### config.mk
export PLATFORM = sky130hd
export DESIGN_NAME = sdram_frame_sched
export DESIGN_NICKNAME = d
export VERILOG_FILES = /design/src/rtl/sdram_pkg.sv /design/src/rtl/sched_slot_timer.sv /design/src/rtl/sdram_frame_sched.sv
export SDC_FILE = /design/constraint.sdc
export NUM_CORES = 1
export LEC_CHECK = 0
export CAP_MARGIN = 5
export CORE_ASPECT_RATIO = 1.1
export CORE_MARGIN = 1
export CORE_UTILIZATION = 45
export DETAILED_ROUTE_END_ITERATION = 10
export PLACE_DENSITY_LB_ADDON = 0.2
export SETUP_SLACK_MARGIN = 0.2
export SLEW_MARGIN = 25
export SYNTH_ARGS = -nofsm -noshare
export SYNTH_HDL_FRONTEND = slang
export SYNTH_SLANG_ARGS = --single-unit
export TNS_END_PERCENT = 50
### constraint.sdc
create_clock -name clk -period 6.2 [get_ports clk]
set_clock_uncertainty 0.2 [all_clocks]
set_input_delay 1.24 -clock clk [delete_from_list [all_inputs] [get_ports clk]]
set_output_delay 1.24 -clock clk [all_outputs]
set_load 0.005 [all_outputs]
### src/rtl/sdram_pkg.sv
// Shared constants and types for the SDRAM frame-buffer command path.
package sdram_pkg;

  localparam int unsigned ROWS_DEFAULT    = 1080;
  localparam int unsigned ROW_IDLE        = ROWS_DEFAULT + 1;
  localparam int unsigned BANK_W          = 3;
  localparam int unsigned ADDR_W          = 11;
  localparam int unsigned MIN_SLOT_CYCLES = 20;

  typedef enum logic [1:0] {
    WAIT_INIT,
    IDLE,
    RUN
  } sched_state_e;

endpackage

### src/rtl/sched_slot_timer.sv
// Modulo-N counter with enable and synchronous clear; wrap is high on the
// enabled cycle in which the count rolls from N-1 back to 0.
module sched_slot_timer #(
  parameter int unsigned N = 24,
  parameter int unsigned W = $clog2(N)
) (
  input  logic clk,
  input  logic reset,
  input  logic clr,
  input  logic en,
  output logic wrap
);

  localparam logic [W-1:0] LAST = W'(N - 1);

  logic [W-1:0] count;

  assign wrap = en && (count == LAST);

  always_ff @(posedge clk) begin
    if (reset || clr) begin
      count <= '0;
    end else if (en) begin
      count <= wrap ? '0 : count + W'(1);
    end
  end

endmodule

### src/rtl/sdram_frame_sched.sv
// Frame-level activate scheduler: one row strobe per slot, write/read bank
// ping-pong, and request hold-off until controller init has completed.
module sdram_frame_sched
  import sdram_pkg::*;
#(
  parameter int unsigned ROWS        = ROWS_DEFAULT,
  parameter int unsigned SLOT_CYCLES = 24,
  parameter int unsigned INIT_CYCLES = 40300,
  parameter int unsigned COL_START   = 0
) (
  input  logic              clk,
  input  logic              reset,
  input  logic              frame_start,
  input  logic              frame_rd,
  output logic              RorW,
  output logic              Act_start,
  output logic              ActR_start,
  output logic [ADDR_W-1:0] row_cnt,
  output logic [ADDR_W-1:0] col_cnt,
  output logic [BANK_W-1:0] BA_cnt,
  output logic              busy,
  output logic              frame_done,
  output logic              overrun
);

  localparam int unsigned       SLOT_W   = $clog2(SLOT_CYCLES);
  localparam int unsigned       INIT_W   = $clog2(INIT_CYCLES + 1);
  localparam logic [ADDR_W-1:0] ROW_LAST = ADDR_W'(ROWS - 1);
  localparam logic [ADDR_W-1:0] ROW_OFF  = ADDR_W'(ROWS + 1);
  localparam logic [ADDR_W-1:0] COL_INIT = ADDR_W'(COL_START);

  if (ROWS + 1 > (2 ** ADDR_W) - 1) begin : g_rows_chk
    $error("sdram_frame_sched: ROWS+1 does not fit in row_cnt");
  end
  if (SLOT_CYCLES < MIN_SLOT_CYCLES) begin : g_slot_chk
    $error("sdram_frame_sched: SLOT_CYCLES shorter than controller sequence");
  end

  sched_state_e state_q, state_d;

  logic              wr_bank, wr_bank_d;
  logic              rd_bank, rd_bank_d;
  logic              slot_due;
  logic              init_en, init_wrap;
  logic              slot_en, slot_clr, slot_wrap;
  logic              rorw_d, act_d, actr_d, busy_d, done_d, overrun_d;
  logic [ADDR_W-1:0] row_d;
  logic [BANK_W-1:0] ba_d;

  sched_slot_timer #(.N(INIT_CYCLES), .W(INIT_W)) u_init_timer (
    .clk   (clk),
    .reset (reset),
    .clr   (1'b0),
    .en    (init_en),
    .wrap  (init_wrap)
  );

  sched_slot_timer #(.N(SLOT_CYCLES), .W(SLOT_W)) u_slot_timer (
    .clk   (clk),
    .reset (reset),
    .clr   (slot_clr),
    .en    (slot_en),
    .wrap  (slot_wrap)
  );

  // slot_due marks the cycle the slot count sits at 0, so that strobes
  // registered from it land exactly SLOT_CYCLES apart starting at T+1.
  always_comb begin
    state_d   = state_q;
    rorw_d    = RorW;
    act_d     = 1'b0;
    actr_d    = 1'b0;
    row_d     = row_cnt;
    ba_d      = BA_cnt;
    busy_d    = busy;
    done_d    = 1'b0;
    overrun_d = 1'b0;
    wr_bank_d = wr_bank;
    rd_bank_d = rd_bank;
    init_en   = 1'b0;
    slot_en   = 1'b0;
    slot_clr  = 1'b0;

    unique case (state_q)
      WAIT_INIT: begin
        init_en   = 1'b1;
        slot_clr  = 1'b1;
        overrun_d = frame_start;
        if (init_wrap) state_d = IDLE;
      end
      IDLE: begin
        if (frame_start) begin
          state_d = RUN;
          rorw_d  = frame_rd;
          ba_d    = BANK_W'(frame_rd ? rd_bank : wr_bank);
          row_d   = '0;
          busy_d  = 1'b1;
          act_d   = ~frame_rd;
          actr_d  = frame_rd;
          slot_en = 1'b1;
        end else begin
          slot_clr = 1'b1;
        end
      end
      RUN: begin
        slot_en   = 1'b1;
        overrun_d = frame_start;
        if (slot_due) begin
          if (row_cnt < ROW_LAST) begin
            row_d  = row_cnt + ADDR_W'(1);
            act_d  = ~RorW;
            actr_d = RorW;
          end else begin
            state_d  = IDLE;
            row_d    = ROW_OFF;
            busy_d   = 1'b0;
            done_d   = 1'b1;
            slot_clr = 1'b1;
            if (!RorW) begin
              rd_bank_d = wr_bank;
              wr_bank_d = ~wr_bank;
            end
          end
        end
      end
      default: state_d = WAIT_INIT;
    endcase
  end

  always_ff @(posedge clk) begin
    if (reset) begin
      state_q    <= WAIT_INIT;
      wr_bank    <= 1'b0;
      rd_bank    <= 1'b1;
      slot_due   <= 1'b0;
      RorW       <= 1'b0;
      Act_start  <= 1'b0;
      ActR_start <= 1'b0;
      row_cnt    <= ROW_OFF;
      col_cnt    <= COL_INIT;
      BA_cnt     <= '0;
      busy       <= 1'b0;
      frame_done <= 1'b0;
      overrun    <= 1'b0;
    end else begin
      state_q    <= state_d;
      wr_bank    <= wr_bank_d;
      rd_bank    <= rd_bank_d;
      slot_due   <= slot_wrap;
      RorW       <= rorw_d;
      Act_start  <= act_d;
      ActR_start <= actr_d;
      row_cnt    <= row_d;
      col_cnt    <= COL_INIT;
      BA_cnt     <= ba_d;
      busy       <= busy_d;
      frame_done <= done_d;
      overrun    <= overrun_d;
    end
  end

endmodule
==> results of run 1 <==
worst min-delay path by stage:
stage / slack [ns] / depth (start not counted) / endpoint
after floorplan: 0.27 / 2 / busy
after global placement: 0.27 / 2 / busy
after detailed placement: 0.28 / 2 / busy
after CTS: 0.29 / 2 / busy
after global routing: 0.34 / 2 / BA_cnt[0]
final: 0.29 / 2 / busy
flip-flops by register name, indices dropped and copies added (netlist names), 2 cells and up:
signal              count
row_cnt                11
state_q                 2
u_init_timer.count     16
u_slot_timer.count      5
kinds of logic (layout without fill, tap and decap cells):
group	after synthesis	count (layout)	synth area share (%)
and+or+nand+nor	117	117	27.0
AOI/OAI and AO/OA	50	50	14.5
DFF	44	44	39.4
buffers and inverters	27	37	7.05
xor gates and xnor gates	13	13	5.10
adders and majority gates	8	8	4.48
muxes	5	5	2.24
other	1	13	0.168
area by class of cell:
type	instances	share of cell area, %
Clock buffer	5	2.72
Timing Repair Buffer	22	8.61
Sequential cell	44	34.8
Clock inverter	3	0.989
Tap cell	56	2.77
Multi-Input combinational cell	206	49.1
Inverter	7	1.04
worst reg2reg max path, delay by kind of cell (launching register included):
kind	cells	cell delay, ns
adders and majority gates	1	0.31
and+or+nand+nor	4	1.25
AOI/OAI and AO/OA	1	0.13
buffers and inverters	1	0.10
DFF	1	0.41
cell usage in the layout, fill, tap and decap left out, types with 6 or more instances in the layout:
master / instances
ha_1: 8
a21oi_1: 20
clkdlybuf4s50_1: 21
dfxtp_1: 44
conb_1: 13
o21ai_0: 12
inv_1: 7
nand4_1: 8
nor2_1: 27
nand3_1: 11
nand2_1: 25
or3_1: 6
nor3_1: 14
xor2_1: 8
power by group through the flow:
stage	registers, mW	logic, mW	clock network (mW)
6_report	0.306	0.0848	0.188
5_1_grt	0.308	0.0952	0.208
4_1_cts	0.306	0.0842	0.196
3_5_place_dp	0.313	0.0835	0
3_3_place_gp	0.313	0.0826	0
2_1_floorplan	0.311	0.0627	0
per-stage QoR:
step	instances	hold WS [ns]
after global routing	343	0.340
final	343	0.294
after floorplan	277	0.270
after detailed placement	335	0.276
after global placement	335	0.272
after CTS	343	0.291
per-layer routing:
layer / GRT usage, % / part of all wire, % / vias to the layer above
li1: - / - / 958
met5: 0 / 0 / -
met1: 21.8 / 49 / 856
met4: 6.73 / 1.6 / 0
met2: 30.4 / 46 / 33
met3: 4.52 / 3.1 / 5
==> metrics, run 1 <==
DP Wirelength 3.13 mm; most frequent cell after synthesis dfxtp_1; worst-path fanout max 9; Area contributors post-synth dfxtp_1, nor2_1, a21oi_1; maximum root-to-sink buffer count 2; 1st-iter DRT viols 57; number of buffers created by CTS 5; Req. time, crit path 6.24 ns; CP Data Arrival Time 3.11 ns; antenna viol nets, final 0; Fin. Hold Viols 0; Yosys cell types 47; vias in the first global route 1705; fraction of layout cells with a size suffix above 1 4.88%; area leader, netlist dfxtp_1; Max Fclk 326 MHz; status finished clean; RSZ-0062 raised after global routing false; Syn Inst Count 265; Levels on crit path 6; Root Driver clkbuf_8; Util after Layout 53.6%; Worst Setup End Kind flip-flop; initial antenna violation count 0; slowest CP cell clkdlybuf4s50_1; Setup TNS 0 ns; Placer Congestion 0.770; Detailed Routing Iterations Pass 1 4; Psw 0.169 mW; PD cells 229 mW/mm²; Sw Ratio 29.2%; core footprint 0.00472 mm²; WP buf/inv 1; Period minus WS final 3.07 ns; Critical R2R Capture row_cnt[6]; CTS Hold Bufs 0; critical path startpoint frame_start; crit path to row_cnt[6]; Tot Pwr 0.580 mW; Reg2Reg Depth 7; Worst R2R Setup Slack 3.76 ns; Initial Utilization 47.4%; period utilization 49.5%; first-pass GRT wire length 7.62 mm; Synth Cell Area 0.00223 mm²; Multi-input gate area 0.00124 mm²; Port Buffers 21; dpl ws 2.82 ns; H-tree levels 2; Slew Limit Fails 0; Worst-Skew Late Latency 0.30 ns; Max VDD drop 0.134 mV; Post-route DRC 0; worst-path cell chain clkdlybuf4s50_1, nor2b_1, nor3_2, nand2_2, or4_1, a21oi_1; r2r startpoint state_q[0]; Async S/R FF share, synth 0%; Setup Crit Path Kind in2reg; Gate power share 14.6%; share of the synthesized area in the top cell type 39.4%; Final setup viols 0; Slew HR 63.6%; via count 1852; Horiz. Die Dim 69.2 µm; drt total wl 4.37 mm; largest net degree at the start of global routing 33; Pleak 0.880 nW; Hold Startpoint busy; FF+latch count, synth 44; Worst setup SP type input pin; FP Rows 26; clock network power share 32.5%; Max-Cap Viols 0; worst-margin pin slew 0.543 ns; Mapped Avg Cell Area 8.43 µm²; total grt overflow 0; TritonCTS clock tree yes; Die Height 75.9 µm; Placed Area 0.00244 mm²; Ports 35; Post-CTS Setup Inserts 0; Int Pwr 0.411 mW; diode count 0; Flop pwr share 52.9%; predominant post-synthesis flop cell dfxtp_1; fillers 454; Ys Warns 0; Final #Nets 298; CP peak stage delay 0.55 ns; Post-synth EDFFs 0; Top delay family on crit path simple AND/OR/NAND/NOR gates; Clock Pin Slew Worst Setup and Hold Paths 0.09 ns; die footprint 0.00525 mm²; WL per Instance 12.7 µm; sink count of the clock tree 44; post-route setup slack 3.13 ns; P&R area growth vs syn 13.2%; commonest cells in the netlist dfxtp_1, nor2_1, nand2_1, a21oi_1, nor3_1; DR vias/cell 5.40; post-route cell area 0.00253 mm²; worst hold path class reg2reg; post-CTS sizing 0; sequential area share after synthesis 39.4%; Global Route Usage Sum 18.0%; Seq. cell area 881 µm²
(Power assumes the default switching activity.)
==> inputs of run 2 (changes only) <==
==> constraint.sdc (replaced) <==
create_clock -name clk -period 2.9 [get_ports clk]
set_clock_uncertainty 0.2 [all_clocks]
set_input_delay 0.58 -clock clk [delete_from_list [all_inputs] [get_ports clk]]
set_output_delay 0.58 -clock clk [all_outputs]
set_load 0.005 [all_outputs]
==> run 2 against run 1 <==
Hold slack lost 0.0097 ns. Power up 110%. Design area up 0.15%. Core utilization is 0.079 points higher. Critical endpoint is now u_slot_timer.count[2]. Largest cell class unchanged.
==> metrics, run 2 (same netlist as run 1, synthesis figures left out) <==
Fin. Hold Viols 0; worst-path fanout max 9; Req. time, crit path 2.93 ns; DP Wirelength 3.08 mm; Slew Limit Fails 0; Pleak 0.886 nW; antenna viol nets, final 0; Placer Congestion 0.801; fraction of layout cells with a size suffix above 1 4.51%; period utilization 79.5%; H-tree levels 2; TritonCTS clock tree yes; worst hold path class reg2reg; most frequent cells in the layout dfxtp_1, nor2_1, nand2_1; worst-margin pin slew 0.545 ns; status finished clean; WHS Path Cells 2; commonest non-fill, non-tap cell in the layout dfxtp_1; Die Height 75.9 µm; largest net degree at the start of global routing 24; max reg flops 16; maximum root-to-sink buffer count 2; WL per Instance 12.7 µm; Horiz. Die Dim 69.2 µm; sink count of the clock tree 44; Initial Utilization 47.4%; drt total wl 4.38 mm; RSZ-0062 raised after global routing false; core footprint 0.00472 mm²; post-route insts no fill 344; number of buffers created by CTS 5; via count 1855; Root Driver clkbuf_8; 1st-iter DRT viols 106; Final setup viols 0; FP Rows 26; Period minus WS final 2.30 ns; Slew HR 63.7%; diode count 0; Clock Pin Slew Worst Setup and Hold Paths 0.08 ns; Max VDD drop 0.224 mV; Post-CTS Setup Inserts 0; WHS 0.284 ns; vias in the first global route 1670; total grt overflow 0; post-CTS sizing 0; Worst Setup End Kind flip-flop; Max Fclk 434 MHz; Worst-Skew Late Latency 0.30 ns; largest reg by FF count u_init_timer.count; Worst setup SP type flip-flop; Reg2Reg Depth 5; Setup Crit Path Kind reg2reg; Ports 35; Port Buffers 21; die footprint 0.00525 mm²; initial antenna violation count 0; Largest regs u_init_timer.count x16, row_cnt x11, u_slot_timer.count x5; Setup TNS 0 ns; CTS Hold Bufs 0; Max-Cap Viols 0; DR vias/cell 5.39; number of instances in the placed design 336; Global Route Usage Sum 17.6%; Detailed Routing Iterations Pass 1 4; Post-route DRC 0; PD cells 488 mW/mm²; P&R area growth vs syn 13.4%; Final #Nets 299; CP Data Arrival Time 2.33 ns; first-pass GRT wire length 7.47 mm
run 2: area by class of cell:
| type | count | area [µm²] |
|---|---|---|
| clock buffers | 8 | 90.1 |
| flip-flops and latches | 44 | 881 |
| multi-input cells | 206 | 1240 |
| repair buffers | 23 | 225 |
| inverters | 7 | 26.3 |
| well taps | 56 | 70.1 |
| fillers | 449 | 2180 |
run 2: path summary, 6_finish.rpt:
check / slack [ns] / endpoint / startpoint
worst max-delay path: 0.60 / u_slot_timer.count[2] / row_cnt[6]
worst min register to register: 0.28 / busy / busy
worst min-delay path: 0.28 / busy / busy
worst max register to register: 0.60 / u_slot_timer.count[2] / row_cnt[6]
run 2: stage by stage:
stage	area [µm²]	setup WS [ns]	util [%]	total power, mW
2_1_floorplan	2280	0.691	-	0.798
3_3_place_gp	2440	0.459	51.8	0.850
3_5_place_dp	2440	0.433	51.8	0.852
4_1_cts	2530	0.606	53.7	1.25
5_1_grt	2530	0.361	53.7	1.30
6_report	2530	0.596	53.7	1.24
run 2: routing by layer:
| layer | part of all wire (%) | global-route usage [%] |
|---|---|---|
| met4 | 2.1 | 8.57 |
| met2 | 46 | 28.2 |
| met1 | 49 | 21.8 |
| met5 | 0 | 0 |
| met3 | 2.3 | 4.52 |
run 2: where the power goes:
group | internal (mW) | switching (mW)
Sequential | 0.627 | 0.0297
Clock | 0.194 | 0.201
Combinational | 0.0780 | 0.107
Total | 0.899 | 0.338
run 2: critical path: stages (launching register included):
cell	delay, ns
dfxtp_1	0.39
o41a_1	0.54
a21oi_1	0.47
or2_2	0.24
a31oi_1	0.18
nor3_1	0.20
